`src/rtl/ffe_pkg.sv`:
```
`default_nettype none
// ============================================================================
//  Module   : ffe_pkg
//  Purpose  : Shared helpers for the parameterised feed-forward equaliser:
//             ceil-log2, accumulator width derivation, commit FSM states.
//  Revision : 1.0 - initial release
// ============================================================================
package ffe_pkg;

    // Ceil-log2, never less than 1 so address ports always have a bit.
    function automatic int clog2(input int n);
        int r;
        r = 1;
        for (int i = 1; i < 31; i++) begin
            if ((1 << i) < n) r = i + 1;
        end
        return r;
    endfunction

    // Accumulator width: full product plus growth for summing every tap.
    function automatic int acc_bw(input int data_bw, input int coef_bw, input int n_coef);
        return data_bw + coef_bw + clog2(n_coef);
    endfunction

    // Coefficient commit sequencing.
    typedef enum logic [1:0] {
        ST_IDLE  = 2'd0,
        ST_PEND  = 2'd1,
        ST_APPLY = 2'd2
    } commit_state_e;

endpackage
`default_nettype wire

```
`src/rtl/ffe_coef_bank.sv`:
```
`default_nettype none
// ============================================================================
//  Module   : ffe_coef_bank
//  Purpose  : Shadow and active coefficient banks with a commit FSM that
//             swaps the whole active bank on a single clock edge.
//  Revision : 1.0 - initial release
// ============================================================================
module ffe_coef_bank
    import ffe_pkg::*;
#(
    parameter int COEF_BW   = 9,
    parameter int N_COEF    = 7,
    parameter int OUT_SHIFT = 7
) (
    input  logic                             i_clk,
    input  logic                             i_rst,
    input  logic                             i_en,
    input  logic                             i_coef_wr,
    input  logic [clog2(N_COEF)-1:0]         i_coef_addr,
    input  logic signed [COEF_BW-1:0]        i_coef_data,
    input  logic                             i_coef_commit,
    output logic                             o_coef_busy,
    output logic [N_COEF-1:0][COEF_BW-1:0]   o_coef
);

    // Tap 0 defaults to unity gain after the output shift, limited to the
    // largest positive coefficient, so a freshly reset filter passes data.
    localparam int c_coef_max = (1 << (COEF_BW - 1)) - 1;
    localparam int c_tap0_int = ((1 << OUT_SHIFT) > c_coef_max) ? c_coef_max : (1 << OUT_SHIFT);
    localparam logic [COEF_BW-1:0] c_tap0 = c_tap0_int[COEF_BW-1:0];
    localparam logic [N_COEF-1:0][COEF_BW-1:0] c_default_bank =
        {{((N_COEF - 1) * COEF_BW){1'b0}}, c_tap0};

    logic [N_COEF-1:0][COEF_BW-1:0] shadow_q;
    logic [N_COEF-1:0][COEF_BW-1:0] active_q;
    commit_state_e                  state_q;
    logic                           busy_q;
    logic                           addr_ok;

    // Addresses past the last tap are silently dropped.
    assign addr_ok = (32'(i_coef_addr) < N_COEF);

    // Shadow bank: host-visible staging area for the next coefficient set.
    always_ff @(posedge i_clk) begin
        if (i_rst) begin
            shadow_q <= c_default_bank;
        end else if (i_coef_wr && addr_ok) begin
            shadow_q[i_coef_addr] <= i_coef_data;
        end
    end

    // Commit FSM: waits for a write-free or idle cycle, then copies every tap at once.
    always_ff @(posedge i_clk) begin
        if (i_rst) begin
            state_q  <= ST_IDLE;
            busy_q   <= 1'b0;
            active_q <= c_default_bank;
        end else begin
            case (state_q)
                ST_IDLE: begin
                    if (i_coef_commit) begin
                        state_q <= ST_PEND;
                        busy_q  <= 1'b1;
                    end
                end
                ST_PEND: begin
                    if (!(i_en && i_coef_wr)) begin
                        state_q <= ST_APPLY;
                    end
                end
                ST_APPLY: begin
                    active_q <= shadow_q;
                    state_q  <= ST_IDLE;
                    busy_q   <= 1'b0;
                end
                default: begin
                    state_q <= ST_IDLE;
                    busy_q  <= 1'b0;
                end
            endcase
        end
    end

    assign o_coef      = active_q;
    assign o_coef_busy = busy_q;

endmodule
`default_nettype wire

```
`src/rtl/ffe_param.sv`:
```
`default_nettype none
// ============================================================================
//  Module   : ffe_param
//  Purpose  : Transposed-form FIR equaliser with full-precision partial sums,
//             shifted and saturated registered output, and a double-buffered
//             coefficient bank.
//  Revision : 1.0 - initial release
// ============================================================================
module ffe_param
    import ffe_pkg::*;
#(
    parameter int DATA_BW   = 11,
    parameter int COEF_BW   = 9,
    parameter int N_COEF    = 7,
    parameter int OUT_BW    = 9,
    parameter int OUT_SHIFT = 7
) (
    input  logic                         i_clk,
    input  logic                         i_rst,
    input  logic                         i_en,
    input  logic signed [DATA_BW-1:0]    i_data,
    output logic signed [OUT_BW-1:0]     o_data,
    output logic                         o_valid,
    output logic                         o_sat,
    input  logic                         i_coef_wr,
    input  logic [clog2(N_COEF)-1:0]     i_coef_addr,
    input  logic signed [COEF_BW-1:0]    i_coef_data,
    input  logic                         i_coef_commit,
    output logic                         o_coef_busy
);

    localparam int c_prod_bw = DATA_BW + COEF_BW;
    localparam int c_acc_bw  = acc_bw(DATA_BW, COEF_BW, N_COEF);
    localparam logic signed [c_acc_bw-1:0] c_out_max = c_acc_bw'((1 << (OUT_BW - 1)) - 1);
    localparam logic signed [c_acc_bw-1:0] c_out_min = c_acc_bw'(-(1 << (OUT_BW - 1)));

    logic [N_COEF-1:0][COEF_BW-1:0]  coef;
    logic signed [c_prod_bw-1:0]     prod   [N_COEF];
    logic signed [c_acc_bw-1:0]      psum_q [1:N_COEF-1];
    logic signed [c_acc_bw-1:0]      psum_d [1:N_COEF-1];
    logic signed [c_acc_bw-1:0]      acc;
    logic signed [c_acc_bw-1:0]      shifted;
    logic signed [OUT_BW-1:0]        data_d;
    logic                            sat_d;
    logic signed [OUT_BW-1:0]        data_q;
    logic                            valid_q;
    logic                            sat_q;

    ffe_coef_bank #(
        .COEF_BW   (COEF_BW),
        .N_COEF    (N_COEF),
        .OUT_SHIFT (OUT_SHIFT)
    ) u_coef_bank (
        .i_clk         (i_clk),
        .i_rst         (i_rst),
        .i_en          (i_en),
        .i_coef_wr     (i_coef_wr),
        .i_coef_addr   (i_coef_addr),
        .i_coef_data   (i_coef_data),
        .i_coef_commit (i_coef_commit),
        .o_coef_busy   (o_coef_busy),
        .o_coef        (coef)
    );

    // Every tap multiplies the same new sample by one active coefficient;
    // each partial sum adds its product to the next-older partial sum.
    always_comb begin
        for (int k = 0; k < N_COEF; k++) begin
            prod[k] = c_prod_bw'(i_data) * c_prod_bw'($signed(coef[k]));
        end
        psum_d[N_COEF-1] = c_acc_bw'(prod[N_COEF-1]);
        for (int k = 1; k < N_COEF - 1; k++) begin
            psum_d[k] = c_acc_bw'(prod[k]) + psum_q[k+1];
        end
        acc     = c_acc_bw'(prod[0]) + psum_q[1];
        shifted = acc >>> OUT_SHIFT;
        sat_d   = 1'b0;
        data_d  = shifted[OUT_BW-1:0];
        if (shifted > c_out_max) begin
            data_d = c_out_max[OUT_BW-1:0];
            sat_d  = 1'b1;
        end else if (shifted < c_out_min) begin
            data_d = c_out_min[OUT_BW-1:0];
            sat_d  = 1'b1;
        end
    end

    // Filter state and output register advance only on valid input samples.
    always_ff @(posedge i_clk) begin
        if (i_rst) begin
            for (int k = 1; k < N_COEF; k++) psum_q[k] <= '0;
            data_q  <= '0;
            valid_q <= 1'b0;
            sat_q   <= 1'b0;
        end else begin
            valid_q <= i_en;
            sat_q   <= i_en & sat_d;
            if (i_en) begin
                for (int k = 1; k < N_COEF; k++) psum_q[k] <= psum_d[k];
                data_q <= data_d;
            end
        end
    end

    assign o_data  = data_q;
    assign o_valid = valid_q;
    assign o_sat   = sat_q;

endmodule
`default_nettype wire

```
`config.mk`:
```
export PLATFORM = sky130hd
export DESIGN_NAME = ffe_param
export DESIGN_NICKNAME = d
export VERILOG_FILES = /design/src/rtl/ffe_pkg.sv /design/src/rtl/ffe_coef_bank.sv /design/src/rtl/ffe_param.sv
export SDC_FILE = /design/constraint.sdc
export NUM_CORES = 2
export LEC_CHECK = 0
export CAP_MARGIN = 0
export CORE_MARGIN = 2
export CORE_UTILIZATION = 40
export DETAILED_ROUTE_END_ITERATION = 8
export MAX_ROUTING_LAYER = met4
export PLACE_DENSITY = 0.59
export SYNTH_ARGS = -nofsm -noshare
export SYNTH_HDL_FRONTEND = slang
export SYNTH_SLANG_ARGS = --single-unit
export TNS_END_PERCENT = 10
```
`constraint.sdc`:
```
create_clock -name i_clk -period 25.8 [get_ports i_clk]
set_input_delay 6.45 -clock i_clk [delete_from_list [all_inputs] [get_ports i_clk]]
set_output_delay 6.45 -clock i_clk [all_outputs]
set_load 0.02 [all_outputs]
```
---- After elaboration in Yosys (flattened, before gate mapping) ----
Memories as Yosys holds them, arrays and structs flattened.
Index checks and enable logic that the tools add are counted.
operators by class
  add/sub/neg operators ................... 6
  $mul .................................... 7
  div/mod/pow operators ................... 0
  $lt $le $gt $ge ......................... 5
  equal/unequal tests ..................... 4
  shift operators ......................... 0
  mux-type cells .......................... 23
  bitwise logic cells ..................... 8
  reduce and logical (&&, ||, !) cells .... 6
operators by type and width
  kind                   count
  $mul A11 B9 Y20        7
  $add A20 B23 Y23       6
  $mux W23               6
  $bwmux W63             1
  $demux W9 S3           1
  $mux W9                3
  $gt A16 B9 Y1 const B  1
  $lt A16 B9 Y1 const B  1
  $mux W1                8
  $or A1 B1 Y1           6
  $lt A3 B4 Y1 const B   1
  $mux W2                2
  $ne A2 B2 Y1 const B   2
  $pmux W2 S2            1
  $reduce_and A2 Y1      2
  $ge A3 B1 Y1 const B   1
  $logic_and A1 B1 Y1    3
  $lt A3 B3 Y1 const B   1
  $eq A2 B1 Y1 const B   1
  $eq A2 B2 Y1 const B   1
  $logic_not A2 Y1       1
  $pmux W1 S2            1
  $and A1 B1 Y1          1
  $not A1 Y1             1
word-level totals
  register bits ........................... 140
  bits in latches ......................... 0
  RAM bits ................................ 138
  bits in read-only memories .............. 0
  input port bits ......................... 28
  output and inout port bits .............. 12
  logic and storage cells ................. 79
  memories kept ........................... 1
memory list
  name    words  width  rd ports  clocked after memory_dff  wr ports  RTL line         source
  psum_q  6      23     6         0                         6         ffe_param.sv:39  logic signed [c_acc_bw-1:0] psum_q [1:N_COEF-1];

---- Logic depth before layout (Yosys ltp) ----
  depth in word-level cells ............... 6
  gate-level depth with buffers ........... 25
  mapped depth without buffers ............ 22

---- Hierarchy ----
Synthesis repeated with hierarchy kept, for this count alone.
second synthesis, totals
  cell total of the unflattened synthesis .. 4283
  area, all modules ....................... 40247.4 sq um
by module, submodules not included
  module         instances  cells each  area each (sq um)  seq. area each (sq um)
  ffe_param      1          3711        35673.0            4274.1
  ffe_coef_bank  1          572         4574.4             2582.5

---- Worst setup path after synthesis ----
OpenSTA, ideal clock, no wires.
  path type ............................... input port to flip-flop
  start ................................... in i_data[10]
  end ..................................... reg data_q[0] (netlist: o_data[0])
  library setup time ...................... 0.121 ns
  data arrival time ....................... 12.566 ns
  required time ........................... 25.679 ns
  setup slack ............................. 13.113 ns
  stages on the path ...................... 23
  path buffers ............................ 3
  path through ............................ clkbuf_1 clkbuf_1 nand2_1 fa_1 inv_1 fa_1 fa_1 fa_1 inv_1 fa_1 inv_1 ha_1 a21o_1 a21o_1 a21o_1 or3_1 o21a_1 a221o_1 xnor2_2 or4b_1 buf_2 a22oi_1 o21ai_1
between the ends
  word-level cells in the longest chain between the ends .. 5
  elaborated cells between the ends (all ways) .. 6
  classes of those cells .................. add/sub (1); mul (1); order compare (2); mux (2)
RTL lines
  element               RTL line          source
  from (decl)           ffe_param.sv:21   input logic signed [DATA_BW-1:0] i_data,
  $mul A11 B9 Y20 (*)   ffe_param.sv:69   prod[k] = c_prod_bw'(i_data) * c_prod_bw'($signed(coef[k]));
  $add A20 B23 Y23 (*)  ffe_param.sv:75   acc = c_acc_bw'(prod[0]) + psum_q[1];
  $lt A16 B9 Y1         ffe_param.sv:82   end else if (shifted < c_out_min) begin
  $mux W9               ffe_param.sv:82
  $mux W9 (*)           ffe_param.sv:79   if (shifted > c_out_max) begin
  to (signal assigned)  ffe_param.sv:100  data_q <= data_d;
  to (decl)             ffe_param.sv:45   logic signed [OUT_BW-1:0] data_q;
Every way passes the cells marked *; elsewhere a longest branch is shown, timed or not.
A chain may end at the register's enable or synchronous reset.

---- Worst setup path in the final report ----
  start ................................... in i_data[10]
  end ..................................... reg data_q[1] (netlist: o_data[1])
The elaborated chain is that of the path after synthesis.

==> summary.md <==
| Metric | Value |
|---|---|
| First drt pass iteration count | 5 |
| Largest area contributor in the netlist | fa_1 |
| CP Max Fanout | 63 |
| Setup CP Type | in -> reg |
| Most Frequent Cell on Critical Path | fa_1 |
| PD cells | 28.68 nW/um2 |
| CP Capture Type | flip-flop |
| Worst skew pair latency | 580 ps |
| Final Critical Period | roughly 13000 ps |
| Max VDD drop | around 0.032 mV |
| Top FF cell, synth | dfxtp_1 |
| Hpwl dp | around 70000 um |
| Sequential share of the synthesized area | 17.30% |
| Mapped Nets | between 5k and 6k |
| Critical Path, Cell by Cell | buf_2, buf_4, nand2_1, fa_1, inv_1, fa_1, fa_1, fa_1, inv_1, fa_1, inv_1, ha_1, a21o_1, a21o_1, a21o_1, or3_1, o21a_1, a221o_1, xnor2_2, or4b_1, nand2_1, o311ai_1 |
| Unrepaired setup endpoints after global routing | false |
| Startpoint Class | primary input |
| Initial drt markers | 1473 |
| Critical path's largest stage delay | between 700 and 800 ps |
| First-pass GRT wire length | around 150000 um |
| Clk slew on worst S/H paths | about 70 ps |
| Die area | 101600 um2 |
| CTS resizes | 0 |
| Avg Inst Size Synth | about 9.4 um2 |
| Met2 wire len | approximately 44000 um |
| Critical path's slowest cell | fa_1 |
| Max Slew Vio Count | 0 |
| GRT overflow | 0 |
| Max Buffers Root-to-Sink | 3 |
| Die H | approximately 320 um |
| Number of flops mapped to enable cells by yosys | between 100 and 150 |
| Total number of vias | 27.11k |
| Htree depth | 2 |
| Worst Hold Launch | u_coef_bank.shadow_q[47] |
| Final nets | around 5.3k |
| Synthesis Warnings | 0 |
| # clock sinks | 275 |
| Library cells used by synthesis | 60 |
| Setup TNS Final | 0 ps |
| Required time worst endpoint | 26230 ps |
| Number of setup violations in the final report | 0 |
| Post-CTS Setup Bufs | 0 |
| Final clock skew | roughly 27 ps |
| Port bufs | 39 |
| CTS Hold Bufs | 0 |
| Most instantiated library cell after synthesis | inv_1 |
| Worst r2r dst | o_data[1] |
| Total I/O pin count | 40 |
| DRC | 0 |
| Worst Hold Class | reg -> reg |
| Hold Fails Final Rpt | 0 |
| CTS root buf | clkbuf_16 |
| Number of global-route vias before repair | 28.66k |
| Synth top area cells | fa_1, ha_1, edfxtp_1 |
| TritonCTS buffer count | 37 |
| Top Metal Used | met4 |
| Metal3 WL | ~3300 um |
| Vias per std cell | 4.992 |
| WHS Endpoint | u_coef_bank.o_coef[47] |
| Fillcell total | between 9k and 10k |
| Max-Cap Viols | 0 |
| R2r worst-path depth | 20 |
| Place WS | between 10000 and 15000 ps |
| Top-area cell type share of the netlist area | ~37% |
| Die width | ~320 um |
| Worst slew pin tran | about 1200 ps |
| DRT Wirelength | just over 90000 um |
| Core area | around 98000 um2 |
| Routed Antenna Nets | 0 |
| Leakage power figure | around 0.019 uW |
| CTS tree | built |
| Area Overhead vs Synth | 6.483% |
| Worst reg2reg startpoint | u_coef_bank.o_coef[0] |
| Crit path setup slack, layout | between 10000 and 15000 ps |
| Post-synth ARST share | 0% |
| Synth top cells by count | inv_1, fa_1, nand2_1, ha_1, and2_1 |
| Avg WL per Cell | about 17 um |
| Initial antenna violation count | 4 |
| Placed Area | just over 40000 um2 |
| Slew headroom | ~18% |
| Critical Path AT | between 10000 and 15000 ps |
| Routed length on met1 | between 40000 and 50000 um |
| Final Util | 42.95% |
| Register bit total from synthesis | ~280 |
| Pin count of the biggest net entering global routing | 101 |
| Cell Area, Synth | slightly below 40000 um2 |
| Initial core utilization | around two fifths |
| Hold Crit Depth | 2 |
| GR Util All Layers | a little under a fifth |
| Design Area, Final | between 40000 and 50000 um2 |
| Placer Congestion | between 0.8 and 0.9 |
| Gate Count Post-Synth | around 4.2k |
| Outcome | completed |
| Max Clk Rate | 0.07805 GHz |
| R2r setup slk | around 19000 ps |
| Row cnt | 115 |
| Tcrit/Tclk final | a little under 50% |
| Fin Hold WS | ~430 ps |
| Fraction of layout cells with a size suffix above 1 | under 10% |
## worst max-delay path: cells and delay by family
kind / cells / cell delay, ps
XOR/XNOR: 1 / 220
AO/OA/AOI/OAI: 6 / 1200
adder cells (fa/ha/maj): 6 / 3000
buffers and inverters: 5 / 890
AND/OR/NAND/NOR: 4 / 1400
## cells by family (layout without fill, tap and decap cells)
logic type,Yosys count,count (layout),synth area share (%)
DFF,275,275,17.30
buffers and inverters,973,902,9.219
and+or+nand+nor,1307,1307,15.19
other,0,3,0
adders and majority gates,1121,1121,49.23
muxes,1,1,0.02525
AOI/OAI and AO/OA,397,397,5.978
xor gates and xnor gates,138,138,3.068
## cell usage in the layout, fill, tap and decap left out, types with 5 or more instances in the layout
master	n
edfxtp_1	135
o211ai_1	6
buf_4	21
or3_1	15
o21ai_0	26
buf_2	11
nor3_1	24
clkbuf_1	10
nor2_1	153
o311ai_1	5
nand3_1	24
inv_1	773
fa_1	731
dfxtp_1	140
a2111oi_0	5
a31oi_1	11
o21ai_1	22
and3_1	16
o21a_1	7
and2_1	269
clkbuf_16	38
clkdlybuf4s50_1	27
xor2_1	43
o21bai_1	19
a21o_1	34
xnor2_1	94
or2_2	5
ha_1	390
nand2_1	692
a41oi_1	5
a21oi_1	215
nor2b_1	10
nand4_1	7
a211oi_1	13
o31ai_1	5
nand2b_1	74
## through the flow
step / cells / total power (uW)
5_1_grt: 5430 / 1268
6_report: 5431 / 1211
2_1_floorplan: 4212 / 634.3
3_5_place_dp: 5360 / 701.8
4_1_cts: 5428 / 1227
3_3_place_gp: 5360 / 700.0
## where the power goes
group	internal [uW]	leakage [uW]	switching [uW]	total [uW]
combinational	70.9	0.0160	129	200
sequential	478	0.00263	12.7	491
clock	296	0.000581	224	520
total	845	0.0192	366	1210
## cell type report
class / count / area [um2] / area share, %
clock buffer: 52 / 1044 / 2.472
timing repair buffer: 59 / 483.0 / 1.144
inverter: 775 / 2914 / 6.903
sequential: 275 / 6857 / 16.24
tap: 1287 / 1610 / 3.815
antenna: 3 / 7.507 / 0.01778
clock inverter: 16 / 148.9 / 0.3527
multi-input combinational: 2964 / 29150 / 69.05
## worst max path at each step
stage,cells after the start,startpoint,endpoint
floorplan,23,i_data[10],o_data[0]
global placement,22,i_data[10],o_data[4]
detailed placement,22,i_data[10],o_data[5]
finish,22,i_data[10],o_data[1]
CTS,22,i_data[10],o_data[5]
global route,22,i_data[10],o_data[1]
## per-layer routing
layer,up-vias,track usage [%]
li1,12700,-
met1,13820,24.99
met2,455,31.92
met3,139,2.000
met4,0,5.255
met5,-,-
## registers in the layout, indices dropped and copies added, names as in the netlist
| signal | count |
|---|---|
| u_coef_bank.o_coef | 63 |
| u_coef_bank.shadow_q | 63 |
| o_sat | 1 |
| psum_q | 135 |
| u_coef_bank.o_coef_busy | 1 |
| o_data | 9 |
| u_coef_bank.state_q | 2 |
| o_valid | 1 |
Power figures use the tool's default switching activity.
